File: src/rtl/throw_pkg.sv
// Shared types and defaults for the throw-power controller.
// Used by the charger top and its tick divider.
package throw_pkg;

  typedef enum logic [1:0] {
    WAIT    = 2'd0,
    CHARGE  = 2'd1,
    HOLD    = 2'd2,
    LOCKOUT = 2'd3
  } throw_state_t;

  localparam int DEFAULT_TICK_CYCLES = 2820000;
  localparam int DEFAULT_PWR_W       = 4;

endpackage

File: src/rtl/throw_charger_tick_div.sv
// Power-step tick divider for the throw charger.
// Emits one tick per TICK_CYCLES enabled cycles.
module tick_div
  import throw_pkg::*;
#(
  parameter int TICK_CYCLES = DEFAULT_TICK_CYCLES
) (
  input  logic clk60MHz,
  input  logic rst,
  input  logic en,
  input  logic clr,
  output logic tick
);

  localparam int CW = $clog2(TICK_CYCLES);
  localparam logic [CW-1:0] LAST = CW'(TICK_CYCLES - 1);

  logic [CW-1:0] cnt;

  // tick ignores clr so the FSM can feed clr from its next state
  assign tick = en && (cnt == LAST);

  // count enabled cycles, wrapping at LAST; clr wins over en
  always_ff @(posedge clk60MHz) begin
    if (rst || clr) begin
      cnt <= '0;
    end else if (en) begin
      if (cnt == LAST) cnt <= '0;
      else             cnt <= cnt + 1'b1;
    end
  end

endmodule

File: src/rtl/throw_charger.sv
// Throw-power controller: ramps power while left is held,
// latches it on release and flags the throw until end_throw.
module throw_charger
  import throw_pkg::*;
#(
  parameter int PWR_W       = DEFAULT_PWR_W,
  parameter int TICK_CYCLES = DEFAULT_TICK_CYCLES,
  parameter bit PINGPONG    = 1'b0,
  parameter int MIN_POWER   = 1
) (
  input  logic             clk60MHz,
  input  logic             rst,
  input  logic             left,
  input  logic             right,
  input  logic             turn,
  input  logic             current_player,
  input  logic             end_throw,
  output logic [PWR_W-1:0] power,
  output logic             throw_flag,
  output logic             charging
);

  localparam int PW1 = PWR_W + 1;
  localparam logic [PW1-1:0] PMAX = PW1'((1 << PWR_W) - 1);
  localparam logic [PW1-1:0] PMIN = PW1'(MIN_POWER);

  throw_state_t   state, state_nxt;
  logic [PW1-1:0] pwr, pwr_nxt, pwr_step;
  logic           dir_dn, dir_nxt, dir_step;
  logic           flag_nxt, chg_nxt;
  logic           tick, my_turn;

  assign my_turn = (turn == current_player);
  assign power   = pwr[PWR_W-1:0];

  tick_div #(.TICK_CYCLES(TICK_CYCLES)) u_tick (
    .clk60MHz (clk60MHz),
    .rst      (rst),
    .en       (state == CHARGE),
    .clr      (state_nxt != CHARGE),
    .tick     (tick)
  );

  // next power value and direction for one ramp step
  always_comb begin
    pwr_step = pwr;
    dir_step = dir_dn;
    if (!PINGPONG) begin
      if (pwr < PMAX) pwr_step = pwr + PW1'(1);
    end else if (!dir_dn) begin
      pwr_step = pwr + PW1'(1);
      if (pwr_step == PMAX) dir_step = 1'b1;
    end else begin
      pwr_step = pwr - PW1'(1);
      if (pwr_step == '0) dir_step = 1'b0;
    end
  end

  // next-state and registered-output decode
  always_comb begin
    state_nxt = state;
    pwr_nxt   = '0;
    dir_nxt   = 1'b0;
    flag_nxt  = 1'b0;
    chg_nxt   = 1'b0;
    unique case (state)
      WAIT: begin
        pwr_nxt  = '0;
        dir_nxt  = 1'b0;
        flag_nxt = 1'b0;
        if (left && my_turn && !right) begin
          state_nxt = CHARGE;
          chg_nxt   = 1'b1;
        end else begin
          state_nxt = WAIT;
          chg_nxt   = 1'b0;
        end
      end
      CHARGE: begin
        if (right || !my_turn) begin
          state_nxt = LOCKOUT;
          pwr_nxt   = '0;
          dir_nxt   = 1'b0;
          flag_nxt  = 1'b0;
          chg_nxt   = 1'b0;
        end else if (!left) begin
          dir_nxt = 1'b0;
          chg_nxt = 1'b0;
          if (pwr >= PMIN) begin
            state_nxt = HOLD;
            pwr_nxt   = pwr;
            flag_nxt  = 1'b1;
          end else begin
            state_nxt = WAIT;
            pwr_nxt   = '0;
            flag_nxt  = 1'b0;
          end
        end else begin
          state_nxt = CHARGE;
          pwr_nxt   = tick ? pwr_step : pwr;
          dir_nxt   = tick ? dir_step : dir_dn;
          flag_nxt  = 1'b0;
          chg_nxt   = 1'b1;
        end
      end
      HOLD: begin
        dir_nxt = 1'b0;
        chg_nxt = 1'b0;
        if (end_throw) begin
          state_nxt = LOCKOUT;
          pwr_nxt   = '0;
          flag_nxt  = 1'b0;
        end else begin
          state_nxt = HOLD;
          pwr_nxt   = pwr;
          flag_nxt  = 1'b1;
        end
      end
      LOCKOUT: begin
        pwr_nxt   = '0;
        dir_nxt   = 1'b0;
        flag_nxt  = 1'b0;
        chg_nxt   = 1'b0;
        state_nxt = (!left && !right) ? WAIT : LOCKOUT;
      end
      default: begin
        state_nxt = WAIT;
        pwr_nxt   = '0;
        dir_nxt   = 1'b0;
        flag_nxt  = 1'b0;
        chg_nxt   = 1'b0;
      end
    endcase
  end

  // state and output registers
  always_ff @(posedge clk60MHz) begin
    if (rst) begin
      state      <= WAIT;
      pwr        <= '0;
      dir_dn     <= 1'b0;
      throw_flag <= 1'b0;
      charging   <= 1'b0;
    end else begin
      state      <= state_nxt;
      pwr        <= pwr_nxt;
      dir_dn     <= dir_nxt;
      throw_flag <= flag_nxt;
      charging   <= chg_nxt;
    end
  end

endmodule

File: config.mk
export PLATFORM = sky130hd
export DESIGN_NAME = throw_charger
export DESIGN_NICKNAME = d
export VERILOG_FILES = /design/src/rtl/throw_pkg.sv /design/src/rtl/throw_charger_tick_div.sv /design/src/rtl/throw_charger.sv
export SDC_FILE = /design/constraint.sdc
export NUM_CORES = 1
export LEC_CHECK = 0
export ABC_AREA = 0
export CAP_MARGIN = 20
export CORE_MARGIN = 2
export CORE_UTILIZATION = 50
export DETAILED_ROUTE_END_ITERATION = 8
export PLACE_DENSITY = 0.7
export SLEW_MARGIN = 5
export SYNTH_ARGS = -nofsm -noshare
export SYNTH_HDL_FRONTEND = slang
export SYNTH_SLANG_ARGS = --single-unit
File: constraint.sdc
create_clock -name clk60MHz -period 1.9 [get_ports clk60MHz]
set_input_delay 0.38 -clock clk60MHz [delete_from_list [all_inputs] [get_ports clk60MHz]]
set_output_delay 0.38 -clock clk60MHz [all_outputs]
set_load 0.03 [all_outputs]
==> summary.md, run 1 <==
| Metric | Value |
|---|---|
| VDD IR max | 0.439 mV |
| Via/cell ratio | 5.72 |
| Critical path arrival | 1.47 ns |
| Max Cap Violations | 0 |
| Die X-Extent | 59.4 microns |
| Setup CP Type | reg2out |
| PnR Total Power | 1290 uW |
| Mapped Area | 1530 sq um |
| Pwr/cell area | 687 nW/um^2 |
| Largest family of logic cells by synthesized area | simple AND/OR/NAND/NOR gates |
| RSZ-0062 raised after global routing | false |
| Clock-pin slew on the worst setup and hold paths | 0.10 ns |
| Mapped Nets | 186 |
| Placement-stage cell area | 1760 sq um |
| Number of synthesized flops with an enable pin | 0 |
| Hold Violations, Final | 0 |
| Final nets | 215 |
| Top delay family on crit path | buffers and inverters |
| Post-DP HPWL | 2380 microns |
| Routed Antenna Nets | 0 |
| Worst path max stage delay | 0.70 ns |
| Req. time, crit path | 1.52 ns |
| GPL Wtd Cong | 0.770 |
| First-pass GRT wire length | 5510 microns |
| Worst min-delay path class | reg2reg |
| Final design utilization | 63.1% |
| CORE AREA | 2980 sq um |
| Design area | 1880 sq um |
| Logic gate share of total power | 5.8% |
| # setup viols final | 0 |
| Max clock buf depth | 2 |
| Worst Skew | 0.00687 ns |
| Wirelength per Cell | 13.8 microns |
| Max Slew Vio Count | 0 |
| Synth Area in XOR/XNOR | 12.0% |
| Worst Setup End Kind | primary output |
| WHS | 0.508 ns |
| Critical path buffers and inverters | 1 |
| Min Clock Period, post-route | 1.85 ns |
| RR Endpoint | pwr[1] |
| Slew HR | 77.5% |
| Final worst path period share | 97.2% |
| Sw Ratio | 22.1% |
| Crit path from | pwr[1] |
| Worst reg2reg path depth | 5 |
| Post-Synth Adder-Cell Area | 2.45% |
| Gr ovfl total | 0 |
| Synth Instances | 176 |
| Flop pwr share | 51.6% |
| FFs w/ async S/R, synth | 0% |
| Internal power | 1000 uW |
| CTS Buf Count | 5 |
| Initial antenna violation count | 0 |
| Row cnt | 20 |
| Root Buffer | clkbuf_4 |
| Switching pwr | 285 uW |
| Final WL | 3310 microns |
| Worst-path cell chain | clkdlybuf4s50_1 |
| Area leader, netlist | dfxtp_1 |
| Synth area leaders | dfxtp_1, xor2_1, nor2_1, nand4_1, nand3_1 |
| Sequential-to-total area share from yosys stat | 40.5% |
| Crit path launch type | flop |
| Fillers | 255 |
| H-tree depth | 2 |
| Drt drc | 0 |
| Die Span Y | 59.4 microns |
| Antenna diode count | 0 |
| Layout cells sized above 1 | 16.5% |
| Simple-gate share of the synthesized area | 33.6% |
| Crit-path slowest cell | clkdlybuf4s50_1 |
| WP depth | 1 |
| Mux cell area share after synthesis | 0.653% |
| Clk_lat worst skew | 0.34 ns |
| Synth warnings | 0 |
| Synthesized flop and latch total | 31 |
| Outcome | finished, final reports clean |
| Dominant synthesized flop cell | dfxtp_1 |
| Largest net degree at the start of global routing | 20 |
| Worst Setup EP | power[1] |
| Total vias in the final route | 1,366 |
| Max Freq | 541 MHz |
| DRT Pass-1 Iters | 5 |
| Area Overhead vs Synth | 22.5% |
| Tightest Pin Transition | 0.335 ns |
| Max FO, Critical Path | 6 |
| Syn avg cell area | 8.71 sq um |
| Initial Utilization | 51.5% |
| Gr usage total | 21.1% |
| Worst R2R Setup Slack | 0.14 ns |
| Clock power share | 42.7% |
| Leakage | 0.000676 uW |
| IO Port Bufs | 12 |
| Synth unique cells | 37 |
| Top-area cell type share of the netlist area | 40.5% |
| Number of global-route vias before repair | 1,285 |
| Clock sinks | 31 |
| CTS tree | built |
| Complex-gate fraction of the synthesized area | 6.86% |
| RR Startpoint | u_tick.cnt[20] |
| Die area | 3520 sq um |
| Detailed Route Iter0 Violations | 55 |
| # IOs | 13 |
## timing repair
item                                    in CTS  in global routing
pin swaps                                    0                  2
gates cloned                                 0                  0
setup buffers                                0                  1
gates resized for setup                      1                  3
endpoints found under the setup margin       1                 22
hold buffers                                 0                  0
## power groups by stage
stage               registers, uW  clock network, uW  logic, uW
floorplan                     679                  0       36.1
global placement              679                  0       67.2
detailed placement            680                  0       69.4
CTS                           665                562       69.6
global route                  667                589       80.5
finish                        665                550       74.4
## layer usage
| metal | wire (microns) | GRT usage [%] |
|---|---|---|
| met2 | 1700 | 36.4 |
| met5 | 0 | 0 |
| met1 | 1420 | 23.9 |
| met3 | 136 | 7.21 |
| met4 | 53 | 7.79 |
## cell type report
cell class | instances | area (sq um) | area share [%]
Timing Repair Buffer | 28 | 254 | 13.5
Sequential cell | 31 | 621 | 33.0
Inverter | 4 | 15.0 | 0.799
Tap cell | 33 | 41.3 | 2.20
Clock inverter | 2 | 35.0 | 1.87
Clock buffer | 6 | 51.3 | 2.73
Multi-Input combinational cell | 135 | 861 | 45.8
## flip-flops by register name, summed over array words and instances, names as in the netlist
signal and cells:
charging 1, pwr 5, state 2, throw_flag 1, u_tick.cnt 22
## worst min-delay path by stage
stage,from,endpoint,slack (ns),depth (start not counted)
3_5_place_dp,u_tick.cnt[1],u_tick.cnt[1],0.49,2
4_1_cts,u_tick.cnt[1],u_tick.cnt[1],0.51,2
3_3_place_gp,u_tick.cnt[1],u_tick.cnt[1],0.48,2
6_report,u_tick.cnt[1],u_tick.cnt[1],0.51,2
5_1_grt,pwr[4],pwr[4],0.54,1
2_1_floorplan,pwr[4],pwr[4],0.45,1
## cells in the final DEF (no fill, tap or decap), types with 4 or more instances in the layout
cell and count:
inv_1 4, a21oi_1 7, dfxtp_1 31, xor2_1 16, clkdlybuf4s50_1 10, xnor2_1 5, clkbuf_4 5, nor2_1 30
nand4_1 13, or3_1 4, buf_4 15, nand3_1 11, nand2_1 12
## tightest hold or removal path, cell delays in order (launching register included)
cell	delay (ns)
dfxtp_1	0.35
nand2_1	0.07
a21oi_1	0.06
## synth_stat cells, types with 2 or more instances
master,n
nand3_1,11
nor3_1,3
xnor2_1,5
nor2_1,31
nor4_1,4
xor2_1,16
buf_4,4
a21oi_1,7
or4_1,2
dfxtp_1,31
o21a_1,2
nand2b_1,3
nand4_1,13
nand3b_1,2
ha_1,3
nand2_1,12
or3_1,4
inv_1,4
## kinds of logic (layout without fill, tap and decap cells)
kind of cell,after synthesis,count (layout)
simple gates,95,95
flops,31,31
xor+xnor,21,21
compound gates,15,15
buf+inv,10,40
fa+ha+maj,3,3
mux,1,1
## per-stage QoR
step | std cells | worst slack (ns) | TNS, ns
after global routing | 239 | 0.0164 | 0
after detailed placement | 230 | -0.186 | -3.39
after global placement | 230 | -0.132 | -2.43
final | 239 | 0.0532 | 0
after floorplan | 176 | 0.141 | 0
after CTS | 238 | 0.00207 | 0
Note: power is estimated with default switching activity, not from simulation.
==> run 2: changes to the inputs <==
--- a/config.mk
+++ b/config.mk
@@ -10,7 +10,7 @@
 export CORE_MARGIN = 2
 export CORE_UTILIZATION = 50
 export DETAILED_ROUTE_END_ITERATION = 8
-export PLACE_DENSITY = 0.7
+export PLACE_DENSITY = 0.73
 export SLEW_MARGIN = 5
 export SYNTH_ARGS = -nofsm -noshare
 export SYNTH_HDL_FRONTEND = slang
==> constraint.sdc (replaced) <==
create_clock -name clk60MHz -period 1.58 [get_ports clk60MHz]
set_input_delay 0.316 -clock clk60MHz [delete_from_list [all_inputs] [get_ports clk60MHz]]
set_output_delay 0.316 -clock clk60MHz [all_outputs]
set_load 0.03 [all_outputs]
==> summary.md, run 2 (synthesis results as in run 1) <==
| Metric | Value |
|---|---|
| IO Port Bufs | 12 |
| RR Endpoint | pwr[0] |
| Max Freq | 569 MHz |
| Worst Setup EP | pwr[0] |
| Clk_lat worst skew | 0.34 ns |
| Via/cell ratio | 5.73 |
| Failing checks | negative setup slack |
| Clock power share | 34.6% |
| Setup CP Type | reg2reg |
| CTS Buf Count | 5 |
| Row cnt | 20 |
| Flop pwr share | 57.5% |
| Crit path launch type | flop |
| Worst R2R Setup Slack | -0.18 ns |
| Worst min-delay path class | reg2reg |
| # hold bufs at CTS | 0 |
| Pre-CTS setup slack | -0.478 ns |
| CTS tree | built |
| Switching pwr | 334 uW |
| Sw Ratio | 24.1% |
| Hold Violations, Final | 0 |
| Max Cap Violations | 0 |
| Worst-path cell chain | or4_4, nor2_4, nand3_2, or3_4, mux2i_1 |
| GPL Wtd Cong | 0.827 |
| Gr ovfl total | 0 |
| Layout cells sized above 1 | 34.1% |
| Initial Utilization | 51.5% |
| Die area | 3520 sq um |
| Final WS setup | -0.178 ns |
| Leakage | 0.000813 uW |
| Worst Setup End Kind | flop |
| Worst path max stage delay | 0.55 ns |
| Leading registers by flop count | u_tick.cnt: 22 flops, pwr: 5 flops, state: 2 flops |
| Antenna diode count | 0 |
| Total vias in the final route | 1,501 |
| First-pass GRT wire length | 6000 microns |
| Post-DP HPWL | 2660 microns |
| Largest register FFs | 22 |
| Detailed Route Iter0 Violations | 48 |
| Die Span Y | 59.4 microns |
| H-tree depth | 2 |
| Root Buffer | clkbuf_4 |
| Crit path from | u_tick.cnt[20] |
| Max FO, Critical Path | 4 |
| Req. time, crit path | 1.83 ns |
| Commonest non-fill, non-tap cell in the layout | buf_4 |
| Number of global-route vias before repair | 1,409 |
| Final WL | 3910 microns |
| Tightest Pin Transition | 0.465 ns |
| Area Overhead vs Synth | 38.7% |
| Routed Antenna Nets | 0 |
| Wirelength per Cell | 14.9 microns |
| Logic gate share of total power | 7.9% |
| RSZ-0062 raised after global routing | true |
| Crit-path slowest cell | or4_4 |
| Gr usage total | 22.7% |
| Die X-Extent | 59.4 microns |
| Largest net degree at the start of global routing | 20 |
| Slew HR | 68.7% |
| Placed insts | 250 |
| RR Startpoint | u_tick.cnt[20] |
| Min Clock Period, post-route | 1.76 ns |
| Final worst path period share | 111% |
| Max Slew Vio Count | 0 |
| # IOs | 13 |
| VDD IR max | 0.413 mV |
| Clock sinks | 31 |
| Initial antenna violation count | 0 |
| CORE AREA | 2980 sq um |
| Commonest non-fill, non-tap cells in the layout | buf_4, nor2_1, dfxtp_1 |
| Drt drc | 0 |
| Outcome | finished with violations |
| Final nets | 239 |
| Worst Skew | 0.00854 ns |
| Clock-pin slew on the worst setup and hold paths | 0.10 ns |
| Placement-stage cell area | 1950 sq um |
| Max clock buf depth | 2 |
| Design area | 2130 sq um |
| PnR Total Power | 1380 uW |
| Final non-filler cell total | 262 |
| Pwr/cell area | 651 nW/um^2 |
| Worst reg2reg path depth | 5 |
| Top reg by flops | u_tick.cnt |
| Critical path arrival | 2.01 ns |
| # setup viols final | 26 |
| DRT Pass-1 Iters | 5 |
| Internal power | 1050 uW |
-- run 2: layout make-up --
type	count	area, sq um
inverters	4	15.0
flip-flops and latches	31	627
multi-input cells	135	963
well taps	33	41.3
clock buffers	6	51.3
clock inverters	1	5.00
fillers	236	852
repair buffers	52	423
-- run 2: critical path, delay by kind of cell, from the launching register on --
kind	cells	cell delay (ns)
flops	1	0.33
mux	1	0.16
simple gates	4	1.19
-- run 2: timing repair --
action	CTS	global route
pin swaps	4	7
setup buffers	2	3
setup endpoints to repair	30	28
resized for setup	11	18
-- run 2: worst min-delay path by stage --
stage                  start       endpoint  cells past startpoint
6_report       u_tick.cnt[0]  u_tick.cnt[0]                      2
2_1_floorplan            rst     throw_flag                      1
4_1_cts        u_tick.cnt[1]  u_tick.cnt[1]                      2
5_1_grt        u_tick.cnt[1]  u_tick.cnt[1]                      2
3_3_place_gp   u_tick.cnt[1]  u_tick.cnt[1]                      2
3_5_place_dp   u_tick.cnt[1]  u_tick.cnt[1]                      2
-- run 2: layer usage --
metal	up-vias	GRT usage (%)	part of all wire, %
met3	8	6.55	3.7
met5	-	0	0
met4	0	9.09	1.6
met2	31	39.1	52
li1	726	-	-
met1	736	26.3	42
-- run 2: power by group through the flow --
stage | combinational (uW) | clock, uW | sequential (uW)
6_report | 110 | 478 | 797
5_1_grt | 118 | 519 | 797
4_1_cts | 102 | 485 | 796
3_5_place_dp | 96.9 | 0 | 815
3_3_place_gp | 93.0 | 0 | 814
2_1_floorplan | 43.5 | 0 | 817
-- run 2: stage by stage --
| stage | setup TNS, ns | hold slack (ns) | util, % |
|---|---|---|---|
| 6_report | -3.70 | 0.495 | 71.4 |
| 5_1_grt | -5.25 | 0.521 | 71.4 |
| 4_1_cts | -0.856 | 0.497 | 68.6 |
| 3_5_place_dp | -10.53 | 0.485 | 65.4 |
| 3_3_place_gp | -9.28 | 0.472 | 65.4 |
| 2_1_floorplan | -0.913 | 0.385 | - |
==> run 3: changes to the inputs <==
--- a/config.mk
+++ b/config.mk
@@ -11,6 +11,7 @@
 export CORE_UTILIZATION = 50
 export DETAILED_ROUTE_END_ITERATION = 8
 export PLACE_DENSITY = 0.73
+export SETUP_SLACK_MARGIN = 0.15
 export SLEW_MARGIN = 5
 export SYNTH_ARGS = -nofsm -noshare
 export SYNTH_HDL_FRONTEND = slang
==> summary.md, run 3 (synthesis results as in run 1) <==
| Metric | Value |
|---|---|
| Die X-Extent | 59.4 microns |
| Min Clock Period, post-route | 1.75 ns |
| Commonest non-fill, non-tap cells in the layout | buf_4, nor2_1, dfxtp_1 |
| Post-DP HPWL | 2650 microns |
| Root Buffer | clkbuf_4 |
| Clk_lat worst skew | 0.33 ns |
| CTS Buf Count | 5 |
| Largest net degree at the start of global routing | 20 |
| Total vias in the final route | 1,539 |
| Wirelength per Cell | 15.2 microns |
| # hold bufs at CTS | 0 |
| Final worst path period share | 110% |
| Row cnt | 20 |
| Final WL | 4120 microns |
| Worst Setup EP | pwr[0] |
| RSZ-0062 raised after global routing | true |
| Outcome | finished with violations |
| Max Slew Vio Count | 0 |
| Worst R2R Setup Slack | -0.17 ns |
| Max Freq | 573 MHz |
| Clock power share | 34.1% |
| Number of global-route vias before repair | 1,484 |
| Crit path launch type | flop |
| Top reg by flops | u_tick.cnt |
| Critical path arrival | 2.01 ns |
| Worst Skew | 0.00999 ns |
| Pre-CTS setup slack | -0.444 ns |
| Layout cells sized above 1 | 44.5% |
| Total area of sequential cells | 636 sq um |
| Area Overhead vs Synth | 47.9% |
| Leakage | 0.000873 uW |
| Setup CP Type | reg2reg |
| Detailed Route Iter0 Violations | 60 |
| GPL Wtd Cong | 0.928 |
| Final nets | 248 |
| Max Cap Violations | 0 |
| Max FO, Critical Path | 4 |
| WP depth | 5 |
| Commonest non-fill, non-tap cell in the layout | buf_4 |
| H-tree depth | 2 |
| Hold Violations, Final | 0 |
| Setup TNS | -1.85 ns |
| IO Port Bufs | 12 |
| Gr usage total | 24.2% |
| Routed Antenna Nets | 0 |
| Worst path max stage delay | 0.54 ns |
| VDD IR max | 0.503 mV |
| Drt drc | 0 |
| Gr ovfl total | 0 |
| Die area | 3520 sq um |
| Crit path from | u_tick.cnt[20] |
| Via/cell ratio | 5.68 |
| Final design utilization | 76.1% |
| Crit-path slowest cell | or4_4 |
| First-pass GRT wire length | 6370 microns |
| Leading registers by flop count | u_tick.cnt: 22 flops, pwr: 5 flops, state: 2 flops |
| Final WS setup | -0.165 ns |
| RR Startpoint | u_tick.cnt[20] |
| Req. time, crit path | 1.84 ns |
| # IOs | 13 |
| Tightest Pin Transition | 0.347 ns |
| Max clock buf depth | 2 |
| Die Span Y | 59.4 microns |
| Top delay family on crit path | simple AND/OR/NAND/NOR gates |
| Antenna diode count | 0 |
| Worst-path cell chain | or4_4, nor2_4, nand3_2, or3_4, mux2i_1 |
| CTS tree | built |
| Initial antenna violation count | 0 |
| Switching pwr | 334 uW |
| Critical path buffers and inverters | 0 |
| Clock-pin slew on the worst setup and hold paths | 0.10 ns |
| Fillers | 189 |
| Pwr/cell area | 613 nW/um^2 |
| Initial Utilization | 51.5% |
| Worst min-delay path class | reg2reg |
| Worst reg2reg path depth | 5 |
| # setup viols final | 22 |
| Area occupied by multi-input gates | 1020 sq um |
| RR Endpoint | pwr[0] |
| Failing checks | negative setup slack |
| Logic gate share of total power | 8.5% |
| Clock sinks | 31 |
| CORE AREA | 2980 sq um |
| Sw Ratio | 24.0% |
| DRT Pass-1 Iters | 4 |
| Worst Setup End Kind | flop |
| Slew HR | 76.7% |
| Largest register FFs | 22 |
| Internal power | 1060 uW |
| Flop pwr share | 57.5% |
==> run 3: cell types whose count changed in the layout (fill, tap and decap cells not counted), moves of 2 or more <==
cell	change
buf_4	+7
nor2_1	-4
buf_6	+2
clkdlybuf4s50_1	-2
nor3_1	-2
dfxtp_1	-7
or3_1	-2
dfxtp_2	+7
nor2_2	+4
or3_4	+2
==> run 3: power by group through the flow <==
stage / registers [uW] / logic [uW] / clock network, uW
finish: 799 / 118 / 474
CTS: 798 / 110 / 476
global placement: 816 / 92.3 / 0
floorplan: 817 / 45.3 / 0
global route: 802 / 128 / 525
detailed placement: 816 / 95.3 / 0
==> run 3: final cells by class <==
class / count / area share [%]
multi-input cells: 135 / 45.1
inverters: 4 / 0.773
flip-flops and latches: 31 / 28.0
repair buffers: 61 / 21.7
clock inverters: 1 / 0.221
well taps: 33 / 1.82
clock buffers: 6 / 2.26
==> run 3: tightest hold or removal path: stages (launching register included) <==
cell	delay, ns
dfxtp_2	0.34
nand2_1	0.05
a21oi_1	0.05
==> run 3: layer usage <==
layer / share of wire [%] / track usage (%) / vias to the layer above
li1: - / - / 749
met1: 40 / 29.1 / 724
met3: 3.4 / 5.02 / 23
met4: 4.3 / 12.3 / 0
met5: 0 / 0 / -
met2: 52 / 40.3 / 43
==> run 3: timing repair <==
item / CTS / global route
hold endpoints to repair: 0 / 0
setup endpoints to repair: 34 / 32
gates cloned: 0 / 0
setup buffers: 7 / 4
gates resized for setup: 34 / 19
pin swaps: 7 / 3
==> run 3: through the flow <==
step / hold WS [ns] / power, uW / cells / area (sq um)
floorplan: 0.385 / 862 / 176 / 1590
global placement: 0.464 / 908 / 253 / 1990
detailed placement: 0.478 / 912 / 253 / 1990
CTS: 0.478 / 1380 / 267 / 2200
global route: 0.504 / 1460 / 271 / 2270
finish: 0.477 / 1390 / 271 / 2270
==> run 3: how the worst min path moves through the flow <==
stage / startpoint / depth (start not counted) / end / slack [ns]
floorplan: rst / 1 / throw_flag / 0.39
detailed placement: u_tick.cnt[0] / 2 / u_tick.cnt[0] / 0.48
finish: u_tick.cnt[0] / 2 / u_tick.cnt[0] / 0.48
global placement: u_tick.cnt[0] / 2 / u_tick.cnt[0] / 0.46
CTS: u_tick.cnt[0] / 2 / u_tick.cnt[0] / 0.48
global route: u_tick.cnt[0] / 2 / u_tick.cnt[0] / 0.50
